$ cat config.mk
export PLATFORM = sky130hd
export DESIGN_NAME = mem_ctrl_mp
export DESIGN_NICKNAME = d
export VERILOG_FILES = /design/src/rtl/mem_ctrl_mp_pkg.sv /design/src/rtl/mem_ctrl_mp_rr_arbiter.sv /design/src/rtl/mem_ctrl_mp.sv
export SDC_FILE = /design/constraint.sdc
export NUM_CORES = 1
export LEC_CHECK = 0
export ABC_AREA = 1
export BUFFER_PORTS_ARGS = -buffer_cell sky130_fd_sc_hd__buf_4
export CAP_MARGIN = 20
export CORE_AREA = 4 4 122 124
export CTS_CLUSTER_SIZE = 16
export DETAILED_ROUTE_END_ITERATION = 6
export DIE_AREA = 0 0 126 128
export PLACE_DENSITY = 0.84
export SETUP_SLACK_MARGIN = 0.02
export SLEW_MARGIN = 10
export SYNTH_ARGS = -nofsm -noshare
export SYNTH_HDL_FRONTEND = slang
export SYNTH_SLANG_ARGS = --single-unit
$ cat constraint.sdc
create_clock -name clk -period 4.2 [get_ports clk]
set_input_delay 1.26 -clock clk [delete_from_list [all_inputs] [get_ports clk]]
set_output_delay 1.26 -clock clk [all_outputs]
set_load 0.02 [all_outputs]
$ cat src/rtl/mem_ctrl_mp_pkg.sv
// rtl/mem_ctrl_mp_pkg.sv - size encodings, FSM state constants and size helper for mem_ctrl_mp
package mem_ctrl_mp_pkg;

  localparam logic [1:0] SZ_B = 2'd0;
  localparam logic [1:0] SZ_H = 2'd1;
  localparam logic [1:0] SZ_W = 2'd2;

  typedef logic [1:0] state_t;

  localparam state_t ST_IDLE  = 2'd0;
  localparam state_t ST_READ  = 2'd1;
  localparam state_t ST_RLAST = 2'd2;
  localparam state_t ST_WRITE = 2'd3;

  // Byte count for a size code; code 3 and anything wider than the data path clamp to maxb.
  function automatic int size_bytes(input logic [1:0] size, input int maxb);
    int n;
    case (size)
      SZ_B:    n = 1;
      SZ_H:    n = 2;
      SZ_W:    n = 4;
      default: n = maxb;
    endcase
    if (n > maxb) n = maxb;
    return n;
  endfunction

endpackage

$ cat src/rtl/mem_ctrl_mp_rr_arbiter.sv
// rtl/mem_ctrl_mp_rr_arbiter.sv - round-robin one-hot arbiter with registered priority pointer
module mem_ctrl_mp_rr_arbiter #(
  parameter  int NUM_PORTS = 2,
  localparam int PW        = (NUM_PORTS > 1) ? $clog2(NUM_PORTS) : 1
) (
  input  logic                 clk,
  input  logic                 rst_n,
  input  logic [NUM_PORTS-1:0] req,
  input  logic                 enable,
  input  logic                 advance,
  output logic [NUM_PORTS-1:0] grant,
  output logic [PW-1:0]        ptr
);

  logic [PW-1:0] ptr_q, ptr_d;
  logic [PW-1:0] win;
  logic          found;

  // First requester at or after the pointer wins; the pointer then moves just past it.
  always_comb begin
    found = 1'b0;
    win   = ptr_q;
    for (int i = 0; i < NUM_PORTS; i++) begin
      if (!found && req[(int'(ptr_q) + i) % NUM_PORTS]) begin
        found = 1'b1;
        win   = PW'((int'(ptr_q) + i) % NUM_PORTS);
      end
    end
    grant = '0;
    if (enable && found) grant[win] = 1'b1;
    ptr_d = ptr_q;
    if (advance) ptr_d = (int'(win) == NUM_PORTS - 1) ? '0 : win + PW'(1);
  end

  // Pointer register.
  always_ff @(posedge clk or negedge rst_n) begin
    if (!rst_n) ptr_q <= '0;
    else        ptr_q <= ptr_d;
  end

  assign ptr = ptr_q;

endmodule

$ cat src/rtl/mem_ctrl_mp.sv
// rtl/mem_ctrl_mp.sv - multi-port byte-serialising memory controller; optional MEM_CTRL_IO_STALL_EN adds io_buffer_full
module mem_ctrl_mp
  import mem_ctrl_mp_pkg::*;
#(
  parameter int NUM_PORTS  = 2,
  parameter int ADDR_WIDTH = 32,
  parameter int DATA_WIDTH = 32
) (
  input  logic                             clk,
  input  logic                             rst_n,
  input  logic                             rdy,
  input  logic                             flush,
  input  logic [NUM_PORTS-1:0]             req_valid,
  output logic [NUM_PORTS-1:0]             req_ready,
  input  logic [NUM_PORTS-1:0]             req_we,
  input  logic [2*NUM_PORTS-1:0]           req_size,
  input  logic [NUM_PORTS-1:0]             req_signed,
  input  logic [ADDR_WIDTH*NUM_PORTS-1:0]  req_addr,
  input  logic [DATA_WIDTH*NUM_PORTS-1:0]  req_wdata,
  output logic [NUM_PORTS-1:0]             resp_valid,
  output logic [DATA_WIDTH-1:0]            resp_rdata,
  output logic [ADDR_WIDTH-1:0]            mem_a,
  output logic                             mem_wr,
  output logic [7:0]                       mem_dout,
`ifdef MEM_CTRL_IO_STALL_EN
  input  logic                             io_buffer_full,
`endif
  input  logic [7:0]                       mem_din
);

  localparam int MAXB = DATA_WIDTH / 8;
  localparam int IW   = (MAXB > 1) ? $clog2(MAXB) : 1;
  localparam int PW   = (NUM_PORTS > 1) ? $clog2(NUM_PORTS) : 1;

  state_t                  state_q, state_d;
  logic [ADDR_WIDTH-1:0]   base_q, base_d;
  logic [DATA_WIDTH-1:0]   wdata_q, wdata_d;
  logic [IW-1:0]           last_q, last_d;
  logic [IW-1:0]           issued_q, issued_d;
  logic                    signed_q, signed_d;
  logic [PW-1:0]           port_q, port_d;
  logic [DATA_WIDTH-1:0]   data_q, data_d;
  logic [DATA_WIDTH-1:0]   rdata_q, rdata_d;
  logic [NUM_PORTS-1:0]    resp_valid_q, resp_valid_d;
  logic                    restart_q, restart_d;

  logic [NUM_PORTS-1:0]    grant;
  logic [PW-1:0]           rr_ptr_unused;
  logic                    arb_en;
  logic                    io_hold;

  logic [PW-1:0]           sel_idx;
  logic                    sel_we;
  logic [1:0]              sel_size;
  logic                    sel_signed;
  logic [ADDR_WIDTH-1:0]   sel_addr;
  logic [DATA_WIDTH-1:0]   sel_wdata;

  logic [DATA_WIDTH-1:0]   ext_data;
  logic                    ext_sign;

`ifdef MEM_CTRL_IO_STALL_EN
  assign io_hold = (base_q[17:16] == 2'b11) && io_buffer_full;
`else
  assign io_hold = 1'b0;
`endif

  // Grants only from IDLE, never while frozen, flushing or in reset.
  assign arb_en = rst_n && rdy && !flush && (state_q == ST_IDLE);

  mem_ctrl_mp_rr_arbiter #(.NUM_PORTS(NUM_PORTS)) u_arb (
    .clk     (clk),
    .rst_n   (rst_n),
    .req     (req_valid),
    .enable  (arb_en),
    .advance (|grant),
    .grant   (grant),
    .ptr     (rr_ptr_unused)
  );

  assign req_ready = grant;

  // Mux the granted port's request fields.
  always_comb begin
    sel_idx    = '0;
    sel_we     = 1'b0;
    sel_size   = '0;
    sel_signed = 1'b0;
    sel_addr   = '0;
    sel_wdata  = '0;
    for (int p = 0; p < NUM_PORTS; p++) begin
      if (grant[p]) begin
        sel_idx    = PW'(p);
        sel_we     = req_we[p];
        sel_size   = req_size[2*p +: 2];
        sel_signed = req_signed[p];
        sel_addr   = req_addr[ADDR_WIDTH*p +: ADDR_WIDTH];
        sel_wdata  = req_wdata[DATA_WIDTH*p +: DATA_WIDTH];
      end
    end
  end

  // FSM, byte capture and load extension; a stalled read is replayed from its base.
  always_comb begin
    state_d      = state_q;
    base_d       = base_q;
    wdata_d      = wdata_q;
    last_d       = last_q;
    issued_d     = issued_q;
    signed_d     = signed_q;
    port_d       = port_q;
    data_d       = data_q;
    rdata_d      = rdata_q;
    restart_d    = restart_q;
    resp_valid_d = rdy ? '0 : resp_valid_q;
    ext_data     = data_q;
    ext_sign     = 1'b0;
    if (!rdy) begin
      if (state_q == ST_READ || state_q == ST_RLAST) restart_d = 1'b1;
    end else begin
      case (state_q)
        ST_IDLE: begin
          if (|grant) begin
            base_d    = sel_addr;
            wdata_d   = sel_wdata;
            signed_d  = sel_signed;
            port_d    = sel_idx;
            last_d    = IW'(size_bytes(sel_size, MAXB) - 1);
            issued_d  = '0;
            data_d    = '0;
            restart_d = 1'b0;
            state_d   = sel_we ? ST_WRITE : ST_READ;
          end
        end
        ST_READ, ST_RLAST: begin
          if (flush) begin
            restart_d = 1'b0;
            state_d   = ST_IDLE;
          end else if (restart_q) begin
            restart_d = 1'b0;
            issued_d  = '0;
            data_d    = '0;
            state_d   = ST_READ;
          end else if (state_q == ST_READ) begin
            for (int b = 0; b < MAXB; b++) begin
              if (issued_q != '0 && IW'(b) == issued_q - IW'(1)) data_d[8*b +: 8] = mem_din;
            end
            if (issued_q == last_q) state_d = ST_RLAST;
            else                    issued_d = issued_q + IW'(1);
          end else begin
            for (int b = 0; b < MAXB; b++) begin
              if (IW'(b) == last_q) ext_data[8*b +: 8] = mem_din;
            end
            ext_sign = signed_q & mem_din[7];
            for (int b = 0; b < MAXB; b++) begin
              if (IW'(b) > last_q) ext_data[8*b +: 8] = {8{ext_sign}};
            end
            rdata_d              = ext_data;
            resp_valid_d[port_q] = 1'b1;
            state_d              = ST_IDLE;
          end
        end
        ST_WRITE: begin
          if (!io_hold) begin
            if (issued_q == last_q) begin
              rdata_d              = '0;
              resp_valid_d[port_q] = 1'b1;
              state_d              = ST_IDLE;
            end else begin
              issued_d = issued_q + IW'(1);
            end
          end
        end
        default: state_d = ST_IDLE;
      endcase
    end
  end

  // State registers.
  always_ff @(posedge clk or negedge rst_n) begin
    if (!rst_n) begin
      state_q      <= ST_IDLE;
      base_q       <= '0;
      wdata_q      <= '0;
      last_q       <= '0;
      issued_q     <= '0;
      signed_q     <= 1'b0;
      port_q       <= '0;
      data_q       <= '0;
      rdata_q      <= '0;
      resp_valid_q <= '0;
      restart_q    <= 1'b0;
    end else begin
      state_q      <= state_d;
      base_q       <= base_d;
      wdata_q      <= wdata_d;
      last_q       <= last_d;
      issued_q     <= issued_d;
      signed_q     <= signed_d;
      port_q       <= port_d;
      data_q       <= data_d;
      rdata_q      <= rdata_d;
      resp_valid_q <= resp_valid_d;
      restart_q    <= restart_d;
    end
  end

  // RAM side: address during READ/WRITE, data and strobe only while writing.
  always_comb begin
    mem_a    = '0;
    mem_dout = '0;
    mem_wr   = 1'b0;
    if (state_q == ST_READ || state_q == ST_WRITE) mem_a = base_q + ADDR_WIDTH'(issued_q);
    if (state_q == ST_WRITE) begin
      for (int b = 0; b < MAXB; b++) begin
        if (IW'(b) == issued_q) mem_dout = wdata_q[8*b +: 8];
      end
      mem_wr = rdy && !io_hold;
    end
  end

  assign resp_valid = resp_valid_q;
  assign resp_rdata = rdata_q;

endmodule
* Yosys cells after proc, flatten, opt, wreduce, memory -nomap -nowiden
Cells that the tools add are included.
Operators by class: reduce and logical (&&, ||, !) cells 35, equal/unequal tests 27, multiplexer cells 87, $add $sub $neg 6, $lt $le $gt $ge 11, bitwise gates (word level) 3
Operators with widths (count):
- $mux W32 | 16
- $mux W8 | 17
- $pmux W32 S2 | 2
- $mux W2 | 25
- $add A32 B2 Y32 | 1
- $gt A32 B4 Y1 const B | 1
- $reduce_and A6 Y1 | 5
- $mux W1 | 20
- $ne A3 B3 Y1 const B | 5
- $eq A2 B2 Y1 const A | 6
- $pmux W2 S3 | 2
- $logic_and A1 B1 Y1 | 11
- $logic_not A2 Y1 | 5
- $ne A2 B2 Y1 const B | 4
- $reduce_and A4 Y1 | 2
- $reduce_bool A2 Y1 | 4
- $eq A1 B2 Y1 const A | 3
- $lt A1 B2 Y1 const B | 3
- $pmux W3 S2 | 1
- $reduce_and A3 Y1 | 2
- $ne A5 B5 Y1 const B | 1
- $eq A2 B1 Y1 const B | 2
- $eq A2 B2 Y1 const B | 2
- $gt A1 B2 Y1 const A | 2
- other kinds (20) | 27
Storage, ports and cells: register bits 140, output and inout port bits 77, logic and storage cells 184

* Logic depth before layout (Yosys ltp)
depth in word-level cells 25, depth in mapped cells 11

* Modules after synthesis
A second synthesis with hierarchy kept.
Unflattened totals: cells, all modules 1050, area, all modules 7731.2 µm²
Modules (own cells, without submodules):
- mem_ctrl_mp | area each 7659.8 µm², seq. area each 3278.1 µm², times used 1, cells an instance 1041
- mem_ctrl_mp_rr_arbiter | area each 71.3 µm², seq. area each 25.0 µm², times used 1, cells an instance 9

* Worst setup path after synthesis
OpenSTA, ideal clock, no wires.
kind in2out, from input port flush, to output port req_ready[1], path buffers 2, cell stages on the path 7, arrival time 2.169 ns, slack 0.771 ns, path through inv_1 > nand2_1 > nor2_4 > o21ai_2 > nor3_2 > buf_2 > buf_4
On the way: cells in the longest elaborated chain, start to end 5
RTL lines:
- start: declaration | RTL line mem_ctrl_mp.sv:12 | input logic flush,
- $logic_not A1 Y1 | RTL line mem_ctrl_mp.sv:69 | assign arb_en = rst_n && rdy && !flush && (state_q == ST_IDLE);
- $logic_and A1 B1 Y1 (2 in a row) | RTL line mem_ctrl_mp.sv:69
- $logic_and A1 B1 Y1 | RTL line mem_ctrl_mp_rr_arbiter.sv:30 | if (enable && found) grant[win] = 1'b1;
- $mux W2 | RTL line mem_ctrl_mp_rr_arbiter.sv:30
- end: declaration | RTL line mem_ctrl_mp.sv:14 | output logic [NUM_PORTS-1:0] req_ready,
Every way passes these cells.

* Worst setup path in the final report
from register issued_q[0], to output port mem_a[20]
On the way: cells in the longest elaborated chain, start to end 2
RTL lines:
- start: declaration | RTL line mem_ctrl_mp.sv:39 | logic [IW-1:0] issued_q, issued_d;
- start signal: assignment | RTL line mem_ctrl_mp.sv:198 | issued_q <= issued_d;
- $add A32 B2 Y32 | RTL line mem_ctrl_mp.sv:213 | if (state_q == ST_READ || state_q == ST_WRITE) mem_a = base_q + ADDR_WIDTH'(issued_q);
- $mux W32 | RTL line mem_ctrl_mp.sv:213
- end: declaration | RTL line mem_ctrl_mp.sv:22 | output logic [ADDR_WIDTH-1:0] mem_a,
Every way passes these cells.

==> impl_metrics.yaml <==
status:
  outcome: "complete, no violations"
setup_path:
  crit_fanout: 6
  setup.worst_path.start_class: "flop"
  rrSetupSlack_ns: 1.44
  arrival_ns: 2.65
  critical_path_class: "reg2out"
  r2r-end: "data_q[12]$_DFFE_PN0P_"
  crit_slowest_cell: "dfrtp_1"
  startpoint: "issued_q[0]$_DFFE_PN0P_"
  critPathRequiredTime_ns: 2.94
  timing.rr.start: "state_q[0]$_DFFE_PN0P_"
  slowest_delay_ns: 0.43
  cp_cell_sequence: "ha_1, inv_1, fa_1, nor2_1, nand2_1, nor2_1, nand3_1, nand2_1, nand2_1, nor2_1, buf_4"
  r2r_cells: 10
  cp-end-kind: "primary output"
  crit_end: "mem_a[20]"
yosys:
  synth-simple-area-share: 0.393
  synth_compound_area_frac: 0.0838
  yosysSeqAreaShare: 0.441
  ys_types: 37
  async_flop_share: 1.00
  synth_nets: 1250
  synth_xor_xnor_area_share: 0.00701
  synthAdderAreaFrac: 0.0194
  synthMuxAreaShare: 0
  yosysWarnings: 0
  synth_top_family_by_area: "simple AND/OR/NAND/NOR gates"
  synth_ff_type: "dfrtp_1"
  synthCells: 1089
  synth_area_mm2: 0.00749
  synth.avg_cell_area_um2: 6.88
  ys_seq_elements: 132
  synth_edf_count: 0
sta:
  period_minus_slack_ns: 3.91
  post-route-period-util: 0.930
  worst_pin_slew_ns: 0.956
  setup_ws_ns: 0.292
  timing.slew.headroom: 0.356
  finalSetupTns_ns: 0
  hold_violations: 0
  grt_setup_unrepaired: "false"
  max_freq_ghz: 0.256
  fin_skew_ns: 0.00582
  finalMaxSlewViolations: 0
  setup_violations: 0
floorplanning:
  boundaryPins: 227
  initial_core_util: 0.544
  die-area_mm2: 0.0161
  die_h_um: 128
  rows: 43
  chipWidth_um: 126
  core_mm2: 0.0138
place:
  dp_slack_ns: 0.691
  place.gp.congestion: 0.933
  portBuffers: 226
  dp_hpwl_um: 17400
clocking:
  cts-root-buf: "clkbuf_16"
  clkTransAtPathRegs_ns: 0.05
  h-tree-depth: 4
  holdBufCountCts: 0
  postCtsSetupBuffers: 0
  cts_tree: "built"
  cts_resized: 0
  clockBufferDepth: 2
  clk_latency_ns: 0.42
  cts_made_buffers: 17
  cts_sinks: 132
global_routing:
  track_usage: 0.299
  gr-total-overflow: 0
  antenna_found_initial: 0
  grt_pass1_vias: 7801
  grt_pass1_wl_um: 38800
  grt_max_degree: 70
final_layout:
  fillCellCount: 1171
  final_common_cell: "nand2_1"
  final_cell_mix: "460 x nand2_1, 233 x buf_4, 132 x nor2_1, 132 x dfrtp_1, 118 x nand3_1"
  synthToLayoutAreaGrowth_pct: 31.2
  fin_nets: 1456
  n_antenna_cell: 0
  layout-drive-gt1-share: 0.210
power_and_ir_drop:
  ir_drop_uv: 418
  power_density_mw_per_mm2: 716
  power.leakage_nw: 5.09
detailed_routing:
  routed_wl_um: 24100
  vias: 8038
  routed_via_density: 5.42
  drt-initial-drc-count: 840
  wire_per_inst_um: 16.2
  ant_nets: 0
  drc: 0
  drtPass1Iterations: 5
worst_hold_path:
  min_from: "data_q[5]$_DFFE_PN0P_"
  min_path_type: "reg2reg"
job:
  maxCapViolCount: 0
-- state kept, by name, indices dropped and copies added (netlist names), named ones only --
signal	cells
base_q	32
resp_rdata	32
wdata_q	32
data_q	24
issued_q	2
last_q	2
state_q	2
port_q	1
restart_q	1
signed_q	1
u_arb.ptr	1
-- per-layer routing --
metal / vias up / track usage / share of wire
met4: 0 / 0.120 / 0.035
met3: 61 / 0.0700 / 0.075
li1: 3910 / - / -
met1: 3710 / 0.389 / 0.42
met2: 357 / 0.488 / 0.47
met5: - / 0 / 0
-- worst min path at each step --
| stage | to | cells after the start |
|---|---|---|
| after detailed placement | data_q[3]$_DFFE_PN0P_ | 2 |
| after global placement | data_q[6]$_DFFE_PN0P_ | 2 |
| after floorplan | data_q[0]$_DFFE_PN0P_ | 2 |
| after CTS | data_q[5]$_DFFE_PN0P_ | 2 |
| after global routing | data_q[18]$_DFFE_PN0P_ | 2 |
| final | data_q[5]$_DFFE_PN0P_ | 2 |
-- metrics by stage --
stage               power (mW)  utilization  hold WS, ns  area, um^2  std cells
CTS                       7.01        0.713        0.474        9830       1484
finish                    7.04        0.714        0.468        9830       1484
detailed placement        5.54        0.672        0.453        9260       1456
global route              7.56        0.714        0.495        9830       1484
floorplan                 4.34            -        0.437        7490       1089
global placement          5.47        0.672        0.448        9260       1456
-- worst max-delay path: cells and delay by family (launching register included) --
family                   cells  cell delay, ns
AND/OR/NAND/NOR              7            0.93
adder cells (fa/ha/maj)      2            0.65
flip-flops                   1            0.43
buffers and inverters        2            0.21
-- logic make-up (layout without fill, tap and decap cells) --
family	Yosys count	count (layout)
AO/OA/AOI/OAI	114	114
XOR/XNOR	6	6
adder cells (fa/ha/maj)	11	11
buffers and inverters	98	313
flip-flops	132	132
AND/OR/NAND/NOR	728	728
-- power by group --
| group | internal [mW] | switching [mW] |
|---|---|---|
| combinational | 1.20 | 2.06 |
| sequential | 1.84 | 0.499 |
| clock | 0.923 | 0.519 |
-- cells in the mapped netlist (2+ instances only) --
| cell | number | share of area |
|---|---|---|
| nand2_1 | 460 | 0.23 |
| nor2_1 | 133 | 0.067 |
| dfrtp_1 | 132 | 0.44 |
| nand3_1 | 118 | 0.079 |
| inv_1 | 49 | 0.025 |
| o21ai_0 | 43 | 0.029 |
| a21oi_1 | 39 | 0.026 |
| clkbuf_1 | 23 | 0.012 |
| o22ai_1 | 17 | 0.014 |
| buf_2 | 15 | 0.010 |
| ha_1 | 10 | 0.017 |
| o31ai_1 | 8 | 0.0080 |
| nor3_2 | 4 | 0.0053 |
| xnor2_1 | 4 | 0.0047 |
| buf_4 | 3 | 0.0030 |
| buf_6 | 3 | 0.0045 |
| inv_2 | 3 | 0.0015 |
| nand2_2 | 3 | 0.0025 |
| nand4_1 | 2 | 0.0017 |
| nor3_1 | 2 | 0.0013 |
| xor2_1 | 2 | 0.0023 |
-- layout make-up --
class | instances | area [um^2] | share of cell area
clock buffer | 24 | 492 | 0.0500
inverter | 52 | 195 | 0.0199
multi-input combinational | 859 | 3790 | 0.386
sequential | 132 | 3300 | 0.336
timing repair buffer | 233 | 1750 | 0.178
clock inverter | 4 | 73.8 | 0.00751
tap | 180 | 225 | 0.0229
(Power assumes the default switching activity.)
